--- src/rtl/datamem_arb_pkg.sv ---
// Shared types and widths for the two-port data-memory arbiter.
// Build option DATAMEM_ARB_RANGE_CHECK_EN enables the addr_bad() range check in the top.
package datamem_arb_pkg;

  localparam int unsigned ADDR_W = 32;
  localparam int unsigned DATA_W = 32;
  localparam int unsigned WAIT_W = 4;

  typedef enum logic [1:0] {
    OWN_NONE = 2'd0,
    OWN_P0   = 2'd1,
    OWN_P1   = 2'd2
  } owner_t;

  // Word index beyond the memory, or a non word-aligned byte address
  function automatic logic addr_bad(input logic [ADDR_W-1:0] addr, input int unsigned depth);
    return (addr[ADDR_W-1:2] >= (ADDR_W-2)'(depth)) || (addr[1:0] != 2'b00);
  endfunction

endpackage

--- src/rtl/datamem_arbiter_if.sv ---
// One requester port of the data-memory arbiter: request payload in, grant/read return out.
interface datamem_arbiter_if;
  import datamem_arb_pkg::*;

  logic              req;
  logic              we;
  logic [ADDR_W-1:0] addr;
  logic [DATA_W-1:0] wdata;
  logic              gnt;
  logic              rvalid;
  logic [DATA_W-1:0] rdata;

  modport master (output req, we, addr, wdata, input gnt, rvalid, rdata);
  modport slave  (input req, we, addr, wdata, output gnt, rvalid, rdata);

endinterface

--- src/rtl/datamem_arb_starve_ctr.sv ---
// Counts consecutive cycles port 1 is denied; flags starvation once MAX_WAIT is reached.
module datamem_arb_starve_ctr
  import datamem_arb_pkg::*;
#(
  parameter int unsigned MAX_WAIT = 4
) (
  input  logic clk,
  input  logic rst_n,
  input  logic p1_req_i,
  input  logic p1_gnt_i,
  output logic starved_o
);

  localparam logic [WAIT_W-1:0] MAX_CNT = WAIT_W'(MAX_WAIT);

  logic [WAIT_W-1:0] wait_cnt_q, wait_cnt_d;
  logic              starved_q, starved_d;

  // Saturating denial count; any grant or dropped request restarts it
  always_comb begin
    wait_cnt_d = wait_cnt_q;
    if (!p1_req_i || p1_gnt_i) begin
      wait_cnt_d = '0;
    end else if (wait_cnt_q != MAX_CNT) begin
      wait_cnt_d = wait_cnt_q + WAIT_W'(1);
    end
    starved_d = (wait_cnt_d == MAX_CNT);
  end

  always_ff @(posedge clk or negedge rst_n) begin
    if (!rst_n) begin
      wait_cnt_q <= '0;
      starved_q  <= 1'b0;
    end else begin
      wait_cnt_q <= wait_cnt_d;
      starved_q  <= starved_d;
    end
  end

  assign starved_o = starved_q;

endmodule

--- src/rtl/datamem_arbiter.sv ---
// Two-port arbiter in front of the single-port data memory (registered read, one access/cycle).
// Build option DATAMEM_ARB_RANGE_CHECK_EN adds err_o and suppresses out-of-range accesses.
module datamem_arbiter
  import datamem_arb_pkg::*;
#(
  parameter int unsigned DEPTH    = 256,
  parameter int unsigned MAX_WAIT = 4
) (
  input  logic              clk,
  input  logic              rst_n,
  datamem_arbiter_if.slave  p0,
  datamem_arbiter_if.slave  p1,
  output logic [ADDR_W-1:0] mem_addr_o,
  output logic [DATA_W-1:0] mem_wdata_o,
  output logic              mem_read_o,
  output logic              mem_write_o,
  input  logic [DATA_W-1:0] mem_rdata_i,
  output logic              p1_starved_o
`ifdef DATAMEM_ARB_RANGE_CHECK_EN
  ,
  output logic              err_o
`endif
);

  if (MAX_WAIT < 1 || MAX_WAIT > 15 || DEPTH == 0) begin : g_param_check
    $error("datamem_arbiter: MAX_WAIT must be 1..15 and DEPTH nonzero");
  end

  logic              p0_gnt_c, p1_gnt_c, any_gnt_c;
  logic              win_we_c, acc_ok_c;
  logic [ADDR_W-1:0] win_addr_c;
  logic [DATA_W-1:0] win_wdata_c;
  logic [DATA_W-1:0] rdata_c;
  owner_t            owner_q, owner_d;

  datamem_arb_starve_ctr #(.MAX_WAIT(MAX_WAIT)) u_starve (
    .clk       (clk),
    .rst_n     (rst_n),
    .p1_req_i  (p1.req),
    .p1_gnt_i  (p1_gnt_c),
    .starved_o (p1_starved_o)
  );

  // Port 0 has priority unless port 1 has been starved; nothing is granted in reset
  always_comb begin
    p1_gnt_c  = rst_n & p1.req & (~p0.req | p1_starved_o);
    p0_gnt_c  = rst_n & p0.req & ~p1_gnt_c;
    any_gnt_c = p0_gnt_c | p1_gnt_c;
  end

  always_comb begin
    win_we_c    = 1'b0;
    win_addr_c  = '0;
    win_wdata_c = '0;
    if (p1_gnt_c) begin
      win_we_c    = p1.we;
      win_addr_c  = p1.addr;
      win_wdata_c = p1.wdata;
    end else if (p0_gnt_c) begin
      win_we_c    = p0.we;
      win_addr_c  = p0.addr;
      win_wdata_c = p0.wdata;
    end
  end

`ifdef DATAMEM_ARB_RANGE_CHECK_EN
  assign acc_ok_c = ~addr_bad(win_addr_c, DEPTH);
`else
  assign acc_ok_c = 1'b1;
`endif

  assign mem_addr_o  = win_addr_c;
  assign mem_wdata_o = win_wdata_c;
  assign mem_read_o  = any_gnt_c & ~win_we_c & acc_ok_c;
  assign mem_write_o = any_gnt_c &  win_we_c & acc_ok_c;

  // Owner of the data returning next cycle: only granted reads claim it
  always_comb begin
    owner_d = OWN_NONE;
    if (p1_gnt_c && !p1.we) begin
      owner_d = OWN_P1;
    end else if (p0_gnt_c && !p0.we) begin
      owner_d = OWN_P0;
    end
  end

  always_ff @(posedge clk or negedge rst_n) begin
    if (!rst_n) begin
      owner_q <= OWN_NONE;
    end else begin
      owner_q <= owner_d;
    end
  end

`ifdef DATAMEM_ARB_RANGE_CHECK_EN
  logic rd_bad_q, err_q;

  // A rejected read still completes, but returns zero instead of memory data
  always_ff @(posedge clk or negedge rst_n) begin
    if (!rst_n) begin
      rd_bad_q <= 1'b0;
      err_q    <= 1'b0;
    end else begin
      rd_bad_q <= (owner_d != OWN_NONE) & ~acc_ok_c;
      err_q    <= any_gnt_c & ~acc_ok_c;
    end
  end

  assign err_o   = err_q;
  assign rdata_c = (owner_q != OWN_NONE && !rd_bad_q) ? mem_rdata_i : '0;
`else
  assign rdata_c = (owner_q != OWN_NONE) ? mem_rdata_i : '0;
`endif

  assign p0.gnt    = p0_gnt_c;
  assign p1.gnt    = p1_gnt_c;
  assign p0.rvalid = (owner_q == OWN_P0);
  assign p1.rvalid = (owner_q == OWN_P1);
  assign p0.rdata  = rdata_c;
  assign p1.rdata  = rdata_c;

endmodule

--- src/flat_wrapper.sv ---
// flat-port wrapper written by rule: the top's interface ports become plain ports
module datamem_arbiter_flat import datamem_arb_pkg::*;
#(
  parameter int unsigned DEPTH    = 256,
  parameter int unsigned MAX_WAIT = 4
)
  (clk, rst_n, mem_addr_o, mem_wdata_o, mem_read_o, mem_write_o, mem_rdata_i, p1_starved_o, p0_req, p0_we, p0_addr, p0_wdata, p0_gnt, p0_rvalid, p0_rdata, p1_req, p1_we, p1_addr, p1_wdata, p1_gnt, p1_rvalid, p1_rdata);
  datamem_arbiter_if p0_i ();
  datamem_arbiter_if p1_i ();
  input  logic clk;
  input  logic rst_n;
  output logic [ADDR_W-1:0] mem_addr_o;
  output logic [DATA_W-1:0] mem_wdata_o;
  output logic mem_read_o;
  output logic mem_write_o;
  input  logic [DATA_W-1:0] mem_rdata_i;
  output logic p1_starved_o;
  input wire logic [$bits(p0_i.req)-1:0] p0_req;
  input wire logic [$bits(p0_i.we)-1:0] p0_we;
  input wire logic [$bits(p0_i.addr)-1:0] p0_addr;
  input wire logic [$bits(p0_i.wdata)-1:0] p0_wdata;
  output wire logic [$bits(p0_i.gnt)-1:0] p0_gnt;
  output wire logic [$bits(p0_i.rvalid)-1:0] p0_rvalid;
  output wire logic [$bits(p0_i.rdata)-1:0] p0_rdata;
  input wire logic [$bits(p1_i.req)-1:0] p1_req;
  input wire logic [$bits(p1_i.we)-1:0] p1_we;
  input wire logic [$bits(p1_i.addr)-1:0] p1_addr;
  input wire logic [$bits(p1_i.wdata)-1:0] p1_wdata;
  output wire logic [$bits(p1_i.gnt)-1:0] p1_gnt;
  output wire logic [$bits(p1_i.rvalid)-1:0] p1_rvalid;
  output wire logic [$bits(p1_i.rdata)-1:0] p1_rdata;
  assign p0_i.req = p0_req;
  assign p0_i.we = p0_we;
  assign p0_i.addr = p0_addr;
  assign p0_i.wdata = p0_wdata;
  assign p0_gnt = p0_i.gnt;
  assign p0_rvalid = p0_i.rvalid;
  assign p0_rdata = p0_i.rdata;
  assign p1_i.req = p1_req;
  assign p1_i.we = p1_we;
  assign p1_i.addr = p1_addr;
  assign p1_i.wdata = p1_wdata;
  assign p1_gnt = p1_i.gnt;
  assign p1_rvalid = p1_i.rvalid;
  assign p1_rdata = p1_i.rdata;
  datamem_arbiter #(.DEPTH(DEPTH), .MAX_WAIT(MAX_WAIT)) u_core (.clk(clk), .rst_n(rst_n), .p0(p0_i), .p1(p1_i), .mem_addr_o(mem_addr_o), .mem_wdata_o(mem_wdata_o), .mem_read_o(mem_read_o), .mem_write_o(mem_write_o), .mem_rdata_i(mem_rdata_i), .p1_starved_o(p1_starved_o));
endmodule
--- config.mk ---
export PLATFORM = sky130hd
export DESIGN_NAME = datamem_arbiter_flat
export DESIGN_NICKNAME = d
export VERILOG_FILES = /design/src/rtl/datamem_arb_pkg.sv /design/src/rtl/datamem_arbiter_if.sv /design/src/rtl/datamem_arb_starve_ctr.sv /design/src/rtl/datamem_arbiter.sv /design/src/flat_wrapper.sv
export SDC_FILE = /design/constraint.sdc
export NUM_CORES = 1
export LEC_CHECK = 0
export ABC_AREA = 1
export BUFFER_PORTS_ARGS = -buffer_cell sky130_fd_sc_hd__buf_2
export CORE_AREA = 2 2 116 118
export DETAILED_ROUTE_END_ITERATION = 16
export DIE_AREA = 0 0 118 120
export PLACE_DENSITY_LB_ADDON = 0.08
export REMOVE_ABC_BUFFERS = 1
export SLEW_MARGIN = 5
export SYNTH_ARGS = -nofsm -noshare
export SYNTH_HDL_FRONTEND = slang
export SYNTH_HIERARCHICAL = 1
export SYNTH_SLANG_ARGS = --single-unit
--- constraint.sdc ---
create_clock -name clk -period 1.6 [get_ports clk]
set_input_delay 0.08 -clock clk [delete_from_list [all_inputs] [get_ports clk]]
set_output_delay 0.08 -clock clk [all_outputs]
set_load 0.005 [all_outputs]
# Yosys cells after proc, flatten, opt, wreduce, memory -nomap -nowiden
# Index checks and enable logic that the tools add are counted.
# word_totals
out_inout_bits,135
reg_bits,7
# op_classes
addsub,1
bitwise_logic,11
n_reduce_logical,7
n_eq_ne,4
muxes,11
# op_table
cell,count
32-bit 2-to-1 mux,5
4-bit 2-to-1 mux,2
1-bit bitwise AND,6
4-bit by 1-bit adder with 4-bit output (second input constant),1
4-bit by 3-bit equality test with 1-bit output (second input constant),1
4-bit by 3-bit inequality test with 1-bit output (second input constant),1
1-bit zero test,3
1-bit 2-to-1 mux,3
1-bit NOT,3
2-bit by 1-bit equality test with 1-bit output (second input constant),1
2-bit equality test (second input constant),1
1-bit logical AND,2
2-bit 2-to-1 mux,1
1-bit bitwise OR,2
2-bit nonzero test,1
1-bit logical OR,1

# Depth between registers and ports, before layout
# Gate-level depths: netlist of run 1.
# logic_depth
word_depth,9
depth_mapped,13
mapped_depth_nobuf,12

# By module
# The synthesis of run 1 kept the hierarchy.
# by_module_without_submodules
module,area_per_inst_um2,seq_area_each_um2,n_inst,cells_per_inst
datamem_arbiter,1740.4,50.0,1,333
datamem_arb_starve_ctr,290.3,125.1,1,39

# Worst setup path after synthesis of run 1
# Ideal clock, no wire load.
# synth_path
path_type,reg2reg
from,register u_core.u_starve.starved_q (netlist: u_core/u_starve/starved_o)
to,register u_core.u_starve.starved_q (netlist: u_core/u_starve/starved_o)
arrival_ps,1196
period_less_slack_ps,1314
setup_time_ps,117
t_required_ps,1483
stages_incl_launch_ff,14
n_path_buf,1
path_slack_ps,286
cell_sequence,dfrtp_1 inv_1 nand2_1 nand2_2 inv_2 buf_2 inv_1 nand2_2 inv_1 nand2_1 inv_1 nand2_1 nand2_1 nor2_2
# synth_via
elab_chain_len,5
# synth_lines
element,line,text
start: declaration,datamem_arb_starve_ctr.sv:17,"logic starved_q, starved_d;"
start signal: assignment,datamem_arb_starve_ctr.sv:36,starved_q <= starved_d;
1-bit bitwise OR,datamem_arbiter.sv:46,p1_gnt_c = rst_n & p1.req & (~p0.req | p1_starved_o);
1-bit bitwise AND,datamem_arbiter.sv:46,
via p1_gnt,flat_wrapper.sv:29,output wire logic [$bits(p1_i.gnt)-1:0] p1_gnt;
1-bit logical OR,datamem_arb_starve_ctr.sv:22,if (!p1_req_i || p1_gnt_i) begin
4-bit 2-to-1 mux,datamem_arb_starve_ctr.sv:22,
4-bit by 3-bit equality test with 1-bit output,datamem_arb_starve_ctr.sv:27,starved_d = (wait_cnt_d == MAX_CNT);
via u_core.u_starve.starved_d,datamem_arb_starve_ctr.sv:17,
# The timed path passes the listed nets, and every way through them passes these cells.

# Final worst setup path of run 1
# layout_path
from,register u_core.u_starve.starved_q (netlist: u_core/u_starve/starved_o)
to,output port mem_addr_o[16]
# layout_via
elab_chain_len,6
# layout_lines
element,line,text
1-bit bitwise OR (*),datamem_arbiter.sv:46,
1-bit bitwise AND (*),datamem_arbiter.sv:46,
1-bit NOT,datamem_arbiter.sv:47,p0_gnt_c = rst_n & p0.req & ~p1_gnt_c;
1-bit bitwise AND,datamem_arbiter.sv:47,
32-bit 2-to-1 mux,datamem_arbiter.sv:59,end else if (p0_gnt_c) begin
32-bit 2-to-1 mux (*),datamem_arbiter.sv:55,if (p1_gnt_c) begin
end: declaration,flat_wrapper.sv:12,output logic [ADDR_W-1:0] mem_addr_o;
# Mark *: on every way between the ends. The rest lies on a longest branch, timed or not.

==> impl_results.html, run 1 <==
<table>
<tr><th>Metric</th><th>Value</th></tr>
<tr><th colspan="2">Clocking</th></tr>
<tr><td>Post-CTS Repair Setup Buffers</td><td>0</td></tr>
<tr><td>Clock-pin slew reported for the worst setup and hold paths after clock tree synthesis</td><td>0.04 ns</td></tr>
<tr><td>Number of buffers added by the clock tree synthesis step</td><td>3</td></tr>
<tr><td>CTS Sinks</td><td>7</td></tr>
<tr><td>Clock tree root buffer cell</td><td>sky130_fd_sc_hd__clkbuf_16</td></tr>
<tr><td>Clock tree from TritonCTS</td><td>done</td></tr>
<tr><td>Max H-tree Level</td><td>1</td></tr>
<tr><td>Bufs on Longest Clock Path</td><td>2</td></tr>
<tr><td>Clock insertion delay at the later pin of the skew report</td><td>around 0.23 ns</td></tr>
<tr><th colspan="2">Timing</th></tr>
<tr><td>Top achievable clock speed</td><td>667 MHz</td></tr>
<tr><td>Hold Violations, Final</td><td>0</td></tr>
<tr><td>Share of the clock period used by the worst path</td><td>93.7%</td></tr>
<tr><td>Shortest clock period the worst path allows after layout</td><td>about 1.5 ns</td></tr>
<tr><td>Setup Viol. Count Final</td><td>0</td></tr>
<tr><td>Transition time at the pin with the least slew margin</td><td>approximately 0.34 ns</td></tr>
<tr><td>Number of pins with negative max-slew slack in the final report</td><td>0</td></tr>
<tr><td>Final setup TNS</td><td>0 ns</td></tr>
<tr><td>Setup Skew</td><td>0.00110 ns</td></tr>
<tr><td>Worst rel slew slack</td><td>77.3%</td></tr>
<tr><th colspan="2">Synth</th></tr>
<tr><td>Avg Inst Size Synth</td><td>5.46 um2</td></tr>
<tr><td>Synth Instances</td><td>372</td></tr>
<tr><td>Distinct cell type count of the synthesized netlist</td><td>19</td></tr>
<tr><td>Sequential-to-total area share from yosys stat</td><td>8.63%</td></tr>
<tr><td>Netlist area before placement</td><td>roughly 2000 um2</td></tr>
<tr><td>Warnings, synthesis</td><td>6</td></tr>
<tr><td>Flop and latch count out of synthesis</td><td>7</td></tr>
<tr><th colspan="2">Placement</th></tr>
<tr><td>Routability congestion estimate</td><td>between 0.8 and 0.9</td></tr>
<tr><td>Detailed Place HPWL</td><td>8.61 mm</td></tr>
<tr><td>Input/output buffers</td><td>300</td></tr>
<tr><th colspan="2">Die</th></tr>
<tr><td>Die span in x</td><td>118 um</td></tr>
<tr><td>Starting density of the core</td><td>15.6%</td></tr>
<tr><td># IOs</td><td>301</td></tr>
<tr><td>Die Outline Area</td><td>14,200 um2</td></tr>
<tr><td>Core region area</td><td>13,000 um2</td></tr>
<tr><td>Number of rows created at floorplan</td><td>42</td></tr>
<tr><td>Chip height</td><td>between 100 and 150 um</td></tr>
<tr><th colspan="2">Setup path</th></tr>
<tr><td>Arrival time of data at the critical path endpoint</td><td>1.42 ns</td></tr>
<tr><td>Kind of end point of the critical path</td><td>output port</td></tr>
<tr><td>Critical path data required time</td><td>1.52 ns</td></tr>
<tr><td>Critical path startpoint category</td><td>flip-flop</td></tr>
<tr><td>Highest net fanout along the worst path</td><td>21</td></tr>
<tr><td>Category of the most critical setup path</td><td>reg2out</td></tr>
<tr><th colspan="2">Drt</th></tr>
<tr><td>Routed WL per cell</td><td>roughly 12 um</td></tr>
<tr><td>Aggregate routed wire length</td><td>10.1 mm</td></tr>
<tr><td>Routed via count divided by cell count</td><td>between 3 and 4</td></tr>
<tr><td>Number of design rule violations left after detail routing</td><td>0</td></tr>
<tr><td>Final ANT Viol Nets</td><td>0</td></tr>
<tr><td>DR iter-0 viols</td><td>48</td></tr>
<tr><td>Router iterations before antenna repair</td><td>4</td></tr>
<tr><td>Vias after detailed routing</td><td>3,056</td></tr>
<tr><th colspan="2">Final layout</th></tr>
<tr><td>Core Util, Final</td><td>around 28%</td></tr>
<tr><td>Nets</td><td>806</td></tr>
<tr><td>Area added between synthesis and finish</td><td>78.0%</td></tr>
<tr><td>Share of post-route cells with drive strength above 1</td><td>57.1%</td></tr>
<tr><td>Count of fill cells added during filler insertion</td><td>1,505</td></tr>
<tr><th colspan="2">Power</th></tr>
<tr><td>Max VDD drop</td><td>0.331 mV</td></tr>
<tr><td>Leakage component of the power</td><td>2.57 nW</td></tr>
<tr><td>Cell area power density</td><td>375 nW/um2</td></tr>
<tr><th colspan="2">GRT</th></tr>
<tr><td>Total global-route track usage</td><td>12.4%</td></tr>
<tr><td>Antenna violations before repair</td><td>1</td></tr>
<tr><td>Remaining Overflow, GRT</td><td>0</td></tr>
<tr><td>Wire length of the first global-routing pass</td><td>14.2 mm</td></tr>
<tr><td>Maximum number of pins on one net before global-route repair</td><td>47</td></tr>
<tr><td>Number of global-route vias before repair</td><td>around 2,900</td></tr>
<tr><th colspan="2">Run</th></tr>
<tr><td>Max-cap violations</td><td>0</td></tr>
<tr><th colspan="2">Min path</th></tr>
<tr><td>Path type of the worst min-delay path</td><td>in2reg</td></tr>
<tr><th colspan="2">Status</th></tr>
<tr><td>Run status</td><td>completed</td></tr>
</table>
-- state kept, by name, indices dropped and copies added, names as in the netlist --
register and flops:
u_core/owner_q 2, u_core/u_starve/wait_cnt_q 4, u_core/u_starve/starved_o 1
-- cells in the mapped netlist --
cell type | number | area share [%]
sky130_fd_sc_hd__clkinv_1 | 1 | 0.18
sky130_fd_sc_hd__buf_2 | 5 | 1.2
sky130_fd_sc_hd__nor2_2 | 3 | 0.92
sky130_fd_sc_hd__inv_2 | 3 | 0.55
sky130_fd_sc_hd__nand2_2 | 3 | 0.92
sky130_fd_sc_hd__nand4_1 | 1 | 0.31
sky130_fd_sc_hd__ha_1 | 2 | 1.2
sky130_fd_sc_hd__buf_4 | 32 | 12
sky130_fd_sc_hd__o21ai_0 | 25 | 6.2
sky130_fd_sc_hd__clkbuf_1 | 1 | 0.18
sky130_fd_sc_hd__o21ai_2 | 40 | 17
sky130_fd_sc_hd__inv_1 | 113 | 21
sky130_fd_sc_hd__nor2_1 | 41 | 7.6
sky130_fd_sc_hd__buf_6 | 11 | 6.1
sky130_fd_sc_hd__dfrtp_1 | 7 | 8.6
sky130_fd_sc_hd__nand3_1 | 2 | 0.49
sky130_fd_sc_hd__nand3_2 | 1 | 0.49
sky130_fd_sc_hd__a21oi_1 | 1 | 0.25
sky130_fd_sc_hd__nand2_1 | 80 | 15
-- cells in the final DEF, fill, tap and decap left out, types with 3 or more instances in the layout --
cell and instances:
sky130_fd_sc_hd__buf_2 300, sky130_fd_sc_hd__clkbuf_16 5, sky130_fd_sc_hd__nand2_1 79, sky130_fd_sc_hd__nor2_1 40, sky130_fd_sc_hd__o21ai_2 40, sky130_fd_sc_hd__buf_4 3, sky130_fd_sc_hd__o21ai_0 13, sky130_fd_sc_hd__inv_1 113
sky130_fd_sc_hd__nor2_2 4, sky130_fd_sc_hd__o21ai_1 12, sky130_fd_sc_hd__dfrtp_1 7
-- critical path, stage by stage, from the launching register on --
cell and delay [ns]:
sky130_fd_sc_hd__dfrtp_1 0.36, sky130_fd_sc_hd__inv_1 0.07, sky130_fd_sc_hd__nand2_2 0.07, sky130_fd_sc_hd__nand2_4 0.13, sky130_fd_sc_hd__nand2_8 0.09, sky130_fd_sc_hd__clkbuf_16 0.21, sky130_fd_sc_hd__o21ai_2 0.11, sky130_fd_sc_hd__buf_2 0.13
-- power breakdown --
part | internal (mW) | switching (mW) | leakage [nW]
clock | 0.331 | 0.0874 | 0.0382
combinational | 0.372 | 0.368 | 2.44
sequential | 0.187 | 0.0108 | 0.0949
total | 0.889 | 0.466 | 2.57
-- what timing repair did --
| item | 4_1_cts | 5_1_grt |
|---|---|---|
| endpoints found under the hold margin | 7 | 0 |
| gates resized for setup | 0 | 20 |
| endpoints found under the setup margin | 0 | 59 |
| hold buffers | 1 | 0 |
-- cells by family (layout without fill, tap and decap cells) --
kind of cell             after synthesis  after routing  synth area share, %
AO/OA/AOI/OAI                         66             66                 23.7
adder cells (fa/ha/maj)                2              2                 1.23
buffers and inverters                166            431                 41.0
flip-flops                             7              7                 8.63
other                                  0              1                    0
AND/OR/NAND/NOR                      131            131                 25.5
-- per-stage QoR --
step | hold WS, ns | cell area [um2] | setup slack, ns | instances | power [mW]
floorplan | -0.216 | 1640 | -0.134 | 323 | 0.475
global placement | -0.0625 | 3440 | 0.237 | 806 | 0.919
detailed placement | -0.0588 | 3440 | 0.251 | 806 | 0.919
CTS | 0.0157 | 3530 | 0.00817 | 811 | 1.35
global route | 0.0205 | 3610 | -0.00820 | 814 | 1.47
finish | 0.0170 | 3610 | 0.101 | 814 | 1.36
-- path summary, 6_finish.rpt --
path | from | to | slack (ns) | depth (start not counted)
worst max register to register | u_core/u_starve/starved_o | u_core/u_starve/starved_o | 0.30 | 12
min in group asynchronous | rst_n | u_core/owner_q[0] | 0.31 | 2
max in group asynchronous | rst_n | u_core/u_starve/wait_cnt_q[1] | 1.04 | 2
worst max-delay path | u_core/u_starve/starved_o | mem_addr_o[16] | 0.10 | 7
worst min register to register | u_core/u_starve/wait_cnt_q[3] | u_core/u_starve/wait_cnt_q[3] | 0.59 | 4
worst min-delay path | p0_we | u_core/owner_q[0] | 0.02 | 2
-- final cells by class --
cell class	instances	area (um2)	share of cell area (%)
sequential	7	175	4.85
tap	176	220	6.09
antenna	1	2.50	0.0692
inverter	117	444	12.3
timing repair buffer	310	1650	45.6
clock buffer	4	78.8	2.18
multi-input combinational	199	1050	29.0
-- metal layers --
metal / vias up / wire, um / track usage (%)
li1: 1560 / - / -
met1: 1295 / 3380 / 12.1
met2: 189 / 5580 / 24.7
met3: 12 / 946 / 3.85
met4: 0 / 231 / 3.92
met5: - / 0 / 0
Note: power is estimated with default switching activity, not from simulation.
==> run 2, diff against run 1 <==
--- a/config.mk
+++ b/config.mk
@@ -8,6 +8,7 @@
 export ABC_AREA = 1
 export BUFFER_PORTS_ARGS = -buffer_cell sky130_fd_sc_hd__buf_2
 export CORE_AREA = 2 2 116 118
+export CTS_BUF_LIST = sky130_fd_sc_hd__clkbuf_16
 export DETAILED_ROUTE_END_ITERATION = 16
 export DIE_AREA = 0 0 118 120
 export PLACE_DENSITY_LB_ADDON = 0.08
==> impl_results.html, run 2 (same netlist as run 1, synthesis figures left out) <==
<table>
<tr><th>Metric</th><th>Value</th></tr>
<tr><th colspan="2">Drt</th></tr>
<tr><td>Router iterations before antenna repair</td><td>4 (unchanged)</td></tr>
<tr><td>Number of design rule violations left after detail routing</td><td>0 (unchanged)</td></tr>
<tr><td>Final ANT Viol Nets</td><td>0 (unchanged)</td></tr>
<tr><td>Vias after detailed routing</td><td>3,056 (unchanged)</td></tr>
<tr><td>Routed via count divided by cell count</td><td>3.75 (unchanged)</td></tr>
<tr><td>Routed WL per cell</td><td>12.5 um (unchanged)</td></tr>
<tr><td>Aggregate routed wire length</td><td>10.1 mm (unchanged)</td></tr>
<tr><td>DR iter-0 viols</td><td>48 (unchanged)</td></tr>
<tr><th colspan="2">GRT</th></tr>
<tr><td>Total global-route track usage</td><td>12.4% (unchanged)</td></tr>
<tr><td>Wire length of the first global-routing pass</td><td>14.2 mm (unchanged)</td></tr>
<tr><td>Number of global-route vias before repair</td><td>2,885 (unchanged)</td></tr>
<tr><td>Maximum number of pins on one net before global-route repair</td><td>47 (unchanged)</td></tr>
<tr><td>Antenna violations before repair</td><td>1 (unchanged)</td></tr>
<tr><td>Remaining Overflow, GRT</td><td>0 (unchanged)</td></tr>
<tr><th colspan="2">Die</th></tr>
<tr><td>Core region area</td><td>13,000 um2 (unchanged)</td></tr>
<tr><td>Die span in x</td><td>118 um (unchanged)</td></tr>
<tr><td>Number of rows created at floorplan</td><td>42 (unchanged)</td></tr>
<tr><td>Chip height</td><td>120 um (unchanged)</td></tr>
<tr><td># IOs</td><td>301 (unchanged)</td></tr>
<tr><td>Die Outline Area</td><td>14,200 um2 (unchanged)</td></tr>
<tr><td>Starting density of the core</td><td>15.6% (unchanged)</td></tr>
<tr><th colspan="2">Final layout</th></tr>
<tr><td>Total area of multi-input combinational cells</td><td>1050 um2 (unchanged)</td></tr>
<tr><td>Most common library cell in the layout ignoring fill and taps</td><td>sky130_fd_sc_hd__buf_2</td></tr>
<tr><td>Area added between synthesis and finish</td><td>78.0% (unchanged)</td></tr>
<tr><td>Register bank with the most flops</td><td>u_core/u_starve/wait_cnt_q</td></tr>
<tr><td>Count of fill cells added during filler insertion</td><td>1,505 (unchanged)</td></tr>
<tr><td>Commonest non-fill, non-tap cells in the layout</td><td>sky130_fd_sc_hd__buf_2, sky130_fd_sc_hd__inv_1, sky130_fd_sc_hd__nand2_1</td></tr>
<tr><td>Area taken by flip-flops and latches</td><td>175 um2 (unchanged)</td></tr>
<tr><td>Nets</td><td>806 (unchanged)</td></tr>
<tr><td>Post-route cell area</td><td>3610 um2 (unchanged)</td></tr>
<tr><td>Share of post-route cells with drive strength above 1</td><td>57.1% (unchanged)</td></tr>
<tr><td>Largest register FFs</td><td>4 (unchanged)</td></tr>
<tr><th colspan="2">Setup path</th></tr>
<tr><td>Category of the most critical setup path</td><td>reg2out</td></tr>
<tr><td>RR Startpoint</td><td>u_core/u_starve/starved_o</td></tr>
<tr><td>Highest net fanout along the worst path</td><td>21 (unchanged)</td></tr>
<tr><td>Register-to-Register Path Depth</td><td>12 (unchanged)</td></tr>
<tr><td>Critical path data required time</td><td>1.52 ns (about the same)</td></tr>
<tr><td>Reg-to-Reg End</td><td>u_core/u_starve/starved_o</td></tr>
<tr><td>Arrival time of data at the critical path endpoint</td><td>1.42 ns (about the same)</td></tr>
<tr><td>Kind of end point of the critical path</td><td>output port</td></tr>
<tr><td>Slack of the worst reg-to-reg path</td><td>0.30 ns (about the same)</td></tr>
<tr><td>Critical path startpoint category</td><td>flip-flop</td></tr>
<tr><th colspan="2">Clocking</th></tr>
<tr><td>Bufs on Longest Clock Path</td><td>2 (unchanged)</td></tr>
<tr><td>Max H-tree Level</td><td>1 (unchanged)</td></tr>
<tr><td>Clock-pin slew reported for the worst setup and hold paths after clock tree synthesis</td><td>0.04 ns (about the same)</td></tr>
<tr><td>Number of buffers added by the clock tree synthesis step</td><td>3 (unchanged)</td></tr>
<tr><td>CTS Sinks</td><td>7 (unchanged)</td></tr>
<tr><td>Clock insertion delay at the later pin of the skew report</td><td>0.23 ns (about the same)</td></tr>
<tr><td>Clock tree root buffer cell</td><td>sky130_fd_sc_hd__clkbuf_16</td></tr>
<tr><td>Clock tree from TritonCTS</td><td>done</td></tr>
<tr><th colspan="2">Timing</th></tr>
<tr><td>Number of pins with negative max-slew slack in the final report</td><td>0 (unchanged)</td></tr>
<tr><td>Top achievable clock speed</td><td>667 MHz (unchanged)</td></tr>
<tr><td>Worst rel slew slack</td><td>77.3% (unchanged)</td></tr>
<tr><td>Setup Viol. Count Final</td><td>0 (unchanged)</td></tr>
<tr><td>Share of the clock period used by the worst path</td><td>93.7% (unchanged)</td></tr>
<tr><td>Final setup TNS</td><td>0 ns (unchanged)</td></tr>
<tr><td>Setup Skew</td><td>0.00122 ns (+0.000125 ns)</td></tr>
<tr><td>Shortest clock period the worst path allows after layout</td><td>1.50 ns (unchanged)</td></tr>
<tr><td>Transition time at the pin with the least slew margin</td><td>0.340 ns (unchanged)</td></tr>
<tr><td>Hold Violations, Final</td><td>0 (unchanged)</td></tr>
<tr><th colspan="2">Placement</th></tr>
<tr><td>Placed standard-cell area</td><td>3440 um2 (unchanged)</td></tr>
<tr><td>Input/output buffers</td><td>300 (unchanged)</td></tr>
<tr><td>Detailed Place HPWL</td><td>8.61 mm (unchanged)</td></tr>
<tr><td>Routability congestion estimate</td><td>0.828 (unchanged)</td></tr>
<tr><th colspan="2">Status</th></tr>
<tr><td>Run status</td><td>completed</td></tr>
<tr><th colspan="2">Min path</th></tr>
<tr><td>Path type of the worst min-delay path</td><td>in2reg</td></tr>
<tr><td>Hold path depth</td><td>2 (unchanged)</td></tr>
<tr><td>End point of the most critical hold path</td><td>u_core/owner_q[0]</td></tr>
<tr><td>Worst hold start</td><td>p0_we</td></tr>
<tr><th colspan="2">Power</th></tr>
<tr><td>Leakage component of the power</td><td>2.57 nW (+0.16%)</td></tr>
<tr><td>Cell area power density</td><td>373 nW/um2 (-0.46%)</td></tr>
<tr><td>Max VDD drop</td><td>0.331 mV (about the same)</td></tr>
<tr><th colspan="2">Run</th></tr>
<tr><td>Max-cap violations</td><td>0 (unchanged)</td></tr>
</table>
run 2: changes by cell type in the layout (fill, tap and decap cells not counted), sizes merged:
| cell | change |
|---|---|
| clkbuf | -1 |
| inv | +1 |
run 2: worst max-delay path by stage:
stage | from | end | slack [ns] | cells past startpoint
after floorplan | u_core/u_starve/starved_o | mem_addr_o[20] | -0.13 | 5
after global placement | rst_n | mem_addr_o[28] | 0.24 | 9
after detailed placement | rst_n | mem_addr_o[28] | 0.25 | 9
after CTS | u_core/u_starve/starved_o | mem_addr_o[28] | 0.008 | 8
after global routing | u_core/u_starve/starved_o | mem_wdata_o[0] | -0.008 | 7
final | u_core/u_starve/starved_o | mem_addr_o[16] | 0.10 | 7
run 2: where the power goes:
group / switching, mW / internal, mW / total, mW
combinational: 0.368 / 0.372 / 0.740
clock: 0.0877 / 0.324 / 0.412
sequential: 0.0108 / 0.187 / 0.198
run 2: what timing repair did:
item                                    4_1_cts  5_1_grt
hold buffers                                  1        0
endpoints found under the setup margin        0       59
setup buffers                                 0        0
resized for setup                             0       20
hold endpoints to repair                      7        0
run 2: critical path, stage by stage, from the launching register on:
cell	delay [ns]
sky130_fd_sc_hd__dfrtp_1	0.36
sky130_fd_sc_hd__inv_1	0.07
sky130_fd_sc_hd__nand2_2	0.07
sky130_fd_sc_hd__nand2_4	0.13
sky130_fd_sc_hd__nand2_8	0.09
sky130_fd_sc_hd__clkbuf_16	0.21
sky130_fd_sc_hd__o21ai_2	0.11
sky130_fd_sc_hd__buf_2	0.13
run 2: area by class of cell:
cell class | instances | share of cell area, %
diodes | 1 | 0.0692
clock buffers | 3 | 2.08
clock inverters | 1 | 0.104
inverters | 117 | 12.3
multi-input cells | 199 | 29.0
flip-flops and latches | 7 | 4.85
well taps | 176 | 6.09
repair buffers | 310 | 45.6
run 2: metal layers:
metal / share of wire, % / wire length [um] / track usage, % / vias up
li1: - / - / - / 1560
met1: 33 / 3380 / 12.1 / 1295
met5: 0 / 0 / 0 / -
met2: 55 / 5580 / 24.7 / 189
met3: 9.3 / 946 / 3.85 / 12
met4: 2.3 / 231 / 3.92 / 0
run 2: metrics by stage:
step | total power, mW | hold slack, ns | util [%] | cells | setup slack (ns)
CTS | 1.35 | 0.0155 | 27.2 | 811 | 0.00817
global route | 1.47 | 0.0204 | 27.8 | 814 | -0.00820
finish | 1.35 | 0.0168 | 27.8 | 814 | 0.101
detailed placement | 0.919 | -0.0588 | 26.5 | 806 | 0.251
global placement | 0.919 | -0.0625 | 26.5 | 806 | 0.237
floorplan | 0.475 | -0.216 | - | 323 | -0.134
